<file path="src/rtl/dircc_proc_mem_pkg.sv">
// Shared widths and the master-index type for the dual-master port-2 memory arbiter.
package dircc_proc_mem_pkg;

    localparam int ADDR_W_DEF = 14;
    localparam int DATA_W_DEF = 16;
    localparam int BE_W_DEF   = DATA_W_DEF / 8;

    typedef logic master_idx_t;

endpackage

</file>
<file path="src/rtl/dircc_rr_arbiter2.sv">
// Two-way round-robin grant: the master that did not win last time gets priority on a conflict.
module dircc_rr_arbiter2
    import dircc_proc_mem_pkg::*;
(
    input  logic        clk,
    input  logic        reset_n,
    input  logic        req0,
    input  logic        req1,
    input  logic        hold,
    output logic        accept,
    output master_idx_t grant_idx
);

    master_idx_t last_grant;

    always_comb begin
        grant_idx = 1'b0;
        if (req0 && req1) begin
            grant_idx = ~last_grant;
        end else if (req1) begin
            grant_idx = 1'b1;
        end
        // Nothing is accepted while the memory clock is held off or the block is in reset.
        accept = (req0 | req1) & ~hold & reset_n;
    end

    always_ff @(posedge clk or negedge reset_n) begin
        if (!reset_n) begin
            last_grant <= 1'b1;
        end else if (accept) begin
            last_grant <= grant_idx;
        end
    end

endmodule

</file>
<file path="src/rtl/dircc_proc_mem_port2_arbiter.sv">
// Arbitrates two Avalon-style masters onto one single-port memory with 1-cycle read latency.
module dircc_proc_mem_port2_arbiter
    import dircc_proc_mem_pkg::*;
#(
    parameter int ADDR_W = ADDR_W_DEF,
    parameter int DATA_W = DATA_W_DEF,
    parameter int BE_W   = BE_W_DEF
) (
    input  logic              clk,
    input  logic              reset_n,
    input  logic              reset_req,
    input  logic [ADDR_W-1:0] m0_address,
    input  logic              m0_read,
    input  logic              m0_write,
    input  logic [DATA_W-1:0] m0_writedata,
    input  logic [BE_W-1:0]   m0_byteenable,
    output logic              m0_waitrequest,
    output logic [DATA_W-1:0] m0_readdata,
    output logic              m0_readdatavalid,
    input  logic [ADDR_W-1:0] m1_address,
    input  logic              m1_read,
    input  logic              m1_write,
    input  logic [DATA_W-1:0] m1_writedata,
    input  logic [BE_W-1:0]   m1_byteenable,
    output logic              m1_waitrequest,
    output logic [DATA_W-1:0] m1_readdata,
    output logic              m1_readdatavalid,
    output logic [ADDR_W-1:0] mem_address,
    output logic              mem_chipselect,
    output logic              mem_write,
    output logic [DATA_W-1:0] mem_writedata,
    output logic [BE_W-1:0]   mem_byteenable,
    output logic              mem_clken,
    input  logic [DATA_W-1:0] mem_readdata
);

    logic        req0;
    logic        req1;
    logic        accept;
    logic        sel_write;
    master_idx_t grant_idx;
    logic        rd_pending;
    master_idx_t rd_owner;

    assign req0      = m0_read | m0_write;
    assign req1      = m1_read | m1_write;
    assign mem_clken = ~reset_req;

    dircc_rr_arbiter2 u_arb (
        .clk       (clk),
        .reset_n   (reset_n),
        .req0      (req0),
        .req1      (req1),
        .hold      (reset_req),
        .accept    (accept),
        .grant_idx (grant_idx)
    );

    always_comb begin
        // A master asserting both read and write is treated as writing.
        sel_write      = grant_idx ? m1_write : m0_write;
        mem_chipselect = accept;
        mem_write      = accept & sel_write;
        mem_address    = '0;
        mem_writedata  = '0;
        mem_byteenable = '0;
        if (accept) begin
            mem_address    = grant_idx ? m1_address    : m0_address;
            mem_writedata  = grant_idx ? m1_writedata  : m0_writedata;
            mem_byteenable = grant_idx ? m1_byteenable : m0_byteenable;
        end
        m0_waitrequest   = req0 & ~(accept & (grant_idx == 1'b0));
        m1_waitrequest   = req1 & ~(accept & (grant_idx == 1'b1));
        m0_readdatavalid = rd_pending & (rd_owner == 1'b0);
        m1_readdatavalid = rd_pending & (rd_owner == 1'b1);
        m0_readdata      = m0_readdatavalid ? mem_readdata : '0;
        m1_readdata      = m1_readdatavalid ? mem_readdata : '0;
    end

    always_ff @(posedge clk or negedge reset_n) begin
        if (!reset_n) begin
            rd_pending <= 1'b0;
            rd_owner   <= 1'b0;
        end else begin
            rd_pending <= accept & ~sel_write;
            if (accept && !sel_write) begin
                rd_owner <= grant_idx;
            end
        end
    end

endmodule

</file>
<file path="config.mk">
export PLATFORM = sky130hd
export DESIGN_NAME = dircc_proc_mem_port2_arbiter
export DESIGN_NICKNAME = d
export VERILOG_FILES = /design/src/rtl/dircc_proc_mem_pkg.sv /design/src/rtl/dircc_rr_arbiter2.sv /design/src/rtl/dircc_proc_mem_port2_arbiter.sv
export SDC_FILE = /design/constraint.sdc
export NUM_CORES = 1
export LEC_CHECK = 0
export CAP_MARGIN = 30
export CORE_ASPECT_RATIO = 0.6
export CORE_MARGIN = 1.5
export CORE_UTILIZATION = 24
export DETAILED_ROUTE_END_ITERATION = 7
export GPL_ROUTABILITY_DRIVEN = 0
export PLACE_DENSITY = 0.95
export SETUP_SLACK_MARGIN = 0.2
export SLEW_MARGIN = 20
export SYNTH_ARGS = -nofsm -noshare
export SYNTH_HDL_FRONTEND = slang
export SYNTH_SLANG_ARGS = --single-unit
</file>
<file path="constraint.sdc">
create_clock -name clk -period 3.6 [get_ports clk]
set_clock_uncertainty 0.2 [all_clocks]
set_input_delay 0.54 -clock clk [delete_from_list [all_inputs] [get_ports clk]]
set_output_delay 0.54 -clock clk [all_outputs]
set_load 0.005 [all_outputs]
</file>
# ---- Word level (Yosys, flattened, before mapping)
# Index checks and enable logic that the tools add are counted.
dict set report word_totals {
  out_inout_bits 71
  input_bits 87
  reg_bits 3
  word_cells 37
}
dict set report op_classes {
  n_reduce_logical 3
  bitwise_logic 20
  muxes 11
}
# operator count
set ops {}
lappend ops {{two-way mux 16 bit} 4}
lappend ops {{two-way mux 14 bit} 2}
lappend ops {{AND 1 bit} 10}
lappend ops {{NOT 1 bit} 7}
lappend ops {{two-way mux 2 bit} 2}
lappend ops {{two-way mux 1 bit} 3}
lappend ops {{OR 1 bit} 3}
lappend ops {{logical AND 1 bit} 2}
lappend ops {{zero test 1 bit} 1}

# ---- Logic depth before layout (Yosys ltp)
dict set report logic_depth {
  ltp_word 7
  ltp_mapped 5
  depth_no_buf 3
}

# ---- Cells and area by module
# Synthesis repeated with hierarchy kept, for this count alone.
dict set report unflattened {
  cells_unflattened 149
  hier_area_um2 979.7
}
# module seq_area_each_um2 n_inst area_each_um2 cells_each
set by_module_without_submodules {}
lappend by_module_without_submodules {dircc_proc_mem_port2_arbiter 50.0 1 910.9 141}
lappend by_module_without_submodules {dircc_rr_arbiter2 26.3 1 68.8 8}

# ---- Least setup slack after synthesis
# Ideal clock, no wire load.
dict set report synth_path {
  path_kind {input to output}
  from {input m1_write}
  to {output mem_writedata[10]}
  path_buffers 2
  path_stages 5
  t_required_ns 2.860
  arrival_time_ns 1.434
  setup_slack_ns 1.426
  cell_sequence {or2_4 > and2_4 > buf_6 > buf_8 > a32o_2}
}
dict set report synth_between {
  elab_chain_cells 5
}
# element line_no
set synth_lines {}
lappend synth_lines {{start, declared} dircc_proc_mem_port2_arbiter.sv:22} ;# input logic m1_write,
lappend synth_lines {{OR 1 bit (*)} dircc_proc_mem_port2_arbiter.sv:46} ;# assign req1 = m1_read | m1_write;
lappend synth_lines {{two-way mux 1 bit (tied with other cells)} dircc_rr_arbiter2.sv:20} ;# end else if (req1) begin
lappend synth_lines {{two-way mux 1 bit or AND 1 bit (tied branches)} {dircc_rr_arbiter2.sv:18, dircc_rr_arbiter2.sv:24}}
lappend synth_lines {{two-way mux 16 bit or AND 1 bit (tied branches)} {dircc_proc_mem_port2_arbiter.sv:69, dircc_rr_arbiter2.sv:24}}
lappend synth_lines {{two-way mux 16 bit (*)} dircc_proc_mem_port2_arbiter.sv:67} ;# if (accept) begin
lappend synth_lines {{end, declared} dircc_proc_mem_port2_arbiter.sv:31} ;# output logic [DATA_W-1:0] mem_writedata,
# Every way passes the cells marked *; elsewhere a longest branch is shown, timed or not.

# ---- Final worst setup path
dict set report layout_path {
  from {input m1_write}
  to {output mem_writedata[5]}
}
# The elaborated chain is that of the path after synthesis.

==> impl_metrics.toml <==
[global_routing]
grt-ovfl-total = 0
track_usage = 0.197
grt_pass1_wl_um = 6860
grt_max_degree = 35
grt_pass1_vias = 1399
antenna_found_initial = 0

[logic_synthesis]
syn_area_per_cell_um2 = 8.83
synth_adder_area_share = 0
syn_inst = 107
synth_compound_area_frac = 0.461
synth.distinct_cells = 27
synth_area_um2 = 945
synthMuxAreaShare = 0
synthXorXnorAreaFrac = 0
synth_warnings = 0
synth-seq-area-share = 0.0808
synth_top_family_by_area = "compound AO/OA/AOI/OAI gates"
synth-simple-area-share = 0.323
synth_seq_cells = 3
synth_nets = 194

[power]
swShare = 0.291
power.leakage_uw = 0.00111
seqPwrFrac = 0.124
ir_drop_uv = 90.6
intPower_uw = 305
combPwrFrac = 0.647
pwr-share-clk = 0.229
power_density_nw_per_um2 = 170
power.switching_uw = 125

[setup_path]
critPathKind = "primary input to primary output"
cp_max_fo = 21
r2r-start = "u_arb.last_grant"
endpoint_kind = "primary output"
max_stage_delay_ns = 0.49
ff2ff_setup_slack_ns = 2.15
startpoint_type = "primary input"
worstPathArrival_ns = 2.51
r2r_end = "rd_owner"
path_cells = "clkdlybuf4s50_1, or2_4, a211oi_4, buf_4, a32o_2, clkdlybuf4s50_1"
slowest_stage = "clkdlybuf4s50_1"
cp_common_cell = "clkdlybuf4s50_1"
reg2regPathDepth = 3
crit_required_ns = 2.86

[clock_network]
cts_resized = 0
cts_max_level = 1
hold_buffers = 0
cts_made_buffers = 3
clkSinkCount = 3
clock_latency_ns = 0.22
cts-root-buf = "clkbuf_8"
cts_setup_buffers = 0
cts.path.max_buffers = 2
cts_tree = "done"
clkTransAtPathRegs_ns = 0.03

[routing]
wirelength_um = 4560
drtIter0Drc = 50
drc = 0
via_per_inst = 4.94
first_pass_iters = 6
ant_nets = 0
vias = 1502
post_drt_wl_per_cell_um = 15.0

[cells_and_area]
utilization = 0.680
final_common_cell = "clkdlybuf4s50_1"
fillers = 317
antennaDiodeCount = 0
layout.nets = 345
areaGrowthSynthToFinish_pct = 168
finalNonFillerCells = 304
final_cell_mix = "clkdlybuf4s50_1 (157), a32o_2 (29), and2_1 (17), and3_1 (16), buf_4 (4)"
layout-drive-gt1-share = 0.179

[sta]
timing.final.crit_period_ns = 3.25
fmax_mhz = 308
worst_slew_pin_slew_ns = 0.530
setup_tns_ns = 0
finalMaxSlewViolations = 0
setup_viol = 0
finalHoldViolCount = 0
slew_headroom = 0.647
timing.final.crit_share = 0.903
grt_setup_unrepaired = "no"

[floorplan]
core_um2 = 3720
initial_utilization = 0.254
row_count = 17
io_pins = 158
die_w_um = 84.0
dieArea_um2 = 4330
fp.dieH_um = 51.6

[place]
portBuffers = 157
dp.cells = 300
dp_hpwl_um = 3710

[hold_path]
hold_end = "u_arb.last_grant"
holdPathStages = 2
hold_start = "u_arb.last_grant"
hold_class = "register to register"

[flow_run]
max-cap-violations = 0

[run_status]
status = "complete, no violations"
==> power groups by stage <==
stage / sequential, µW / combinational [µW] / clock, µW
after floorplan: 43.2 / 119 / 0
after global placement: 52.3 / 276 / 0
after detailed placement: 53.0 / 278 / 0
after CTS: 52.7 / 280 / 99.8
after global routing: 54.7 / 298 / 104
final: 53.2 / 278 / 98.6
==> worst max-delay path, delay by kind of cell <==
family	cells	cell delay [ns]
AOI/OAI and AO/OA	2	0.38
buffers and inverters	3	1.26
and+or+nand+nor	1	0.31
==> routing by layer <==
layer	routed length [µm]	vias to the layer above	global-route usage
met1	1900	679	0.249
met3	321	6	0.0349
met4	57	0	0.0656
met2	2270	77	0.345
li1	-	740	-
met5	0	-	0
==> Yosys cell counts <==
cell / n / area, µm²
nand2_1: 1 / 3.75
inv_1: 2 / 7.51
dfrtp_1: 2 / 50.1
or3b_2: 1 / 8.76
a211oi_4: 1 / 20.0
nor2_1: 1 / 3.75
a21boi_0: 1 / 7.51
a32o_2: 29 / 327
and2_4: 1 / 8.76
o211ai_1: 2 / 15.0
o21a_1: 1 / 7.51
buf_6: 4 / 45.0
and2_1: 17 / 106
nor4_4: 1 / 21.3
a32o_1: 3 / 30.0
o21ai_2: 1 / 8.76
nor2b_1: 3 / 18.8
nand3_1: 1 / 5.00
o21ai_0: 2 / 10.0
and2_2: 1 / 7.51
and3_1: 16 / 100
dfstp_2: 1 / 26.3
or2_4: 1 / 8.76
buf_8: 3 / 45.0
clkbuf_1: 8 / 30.0
nand2b_1: 2 / 12.5
o22a_2: 1 / 10.0
==> cell type report <==
| cell class | instances | area, µm² | area share |
|---|---|---|---|
| tap | 47 | 58.8 | 0.0232 |
| clock buffer | 4 | 45.0 | 0.0178 |
| timing repair buffer | 161 | 1600 | 0.632 |
| inverter | 2 | 7.51 | 0.00296 |
| multi-input combinational | 87 | 743 | 0.293 |
| sequential | 3 | 76.3 | 0.0301 |
==> metrics by stage <==
step                      cell area, µm²  hold slack [ns]  total power (µW)  worst slack (ns)
after detailed placement            2490            0.297               331             0.369
after global placement              2490            0.295               328             0.386
final                               2530            0.305               430             0.350
after global routing                2530            0.328               457             0.265
after floorplan                      945           0.0444               163              1.43
after CTS                           2530            0.301               432             0.358
==> flip-flops by register name, summed over array words and instances, names as in the netlist <==
signal and cells:
rd_owner 1, u_arb.last_grant 1, rd_pending 1
==> cell families after synthesis <==
family	after synthesis
flip-flops	3
AO/OA/AOI/OAI	41
AND/OR/NAND/NOR	46
buffers and inverters	17
==> how the worst max path moves through the flow <==
| stage | from | end | cells after the start |
|---|---|---|---|
| floorplan | m1_write | mem_writedata[10] | 5 |
| global placement | m0_write | mem_address[9] | 6 |
| detailed placement | m1_write | mem_writedata[5] | 6 |
| CTS | m1_write | mem_byteenable[1] | 6 |
| global route | m1_write | mem_byteenable[1] | 6 |
| finish | m1_write | mem_writedata[5] | 6 |
No activity file was read; power rests on OpenSTA's default activity.
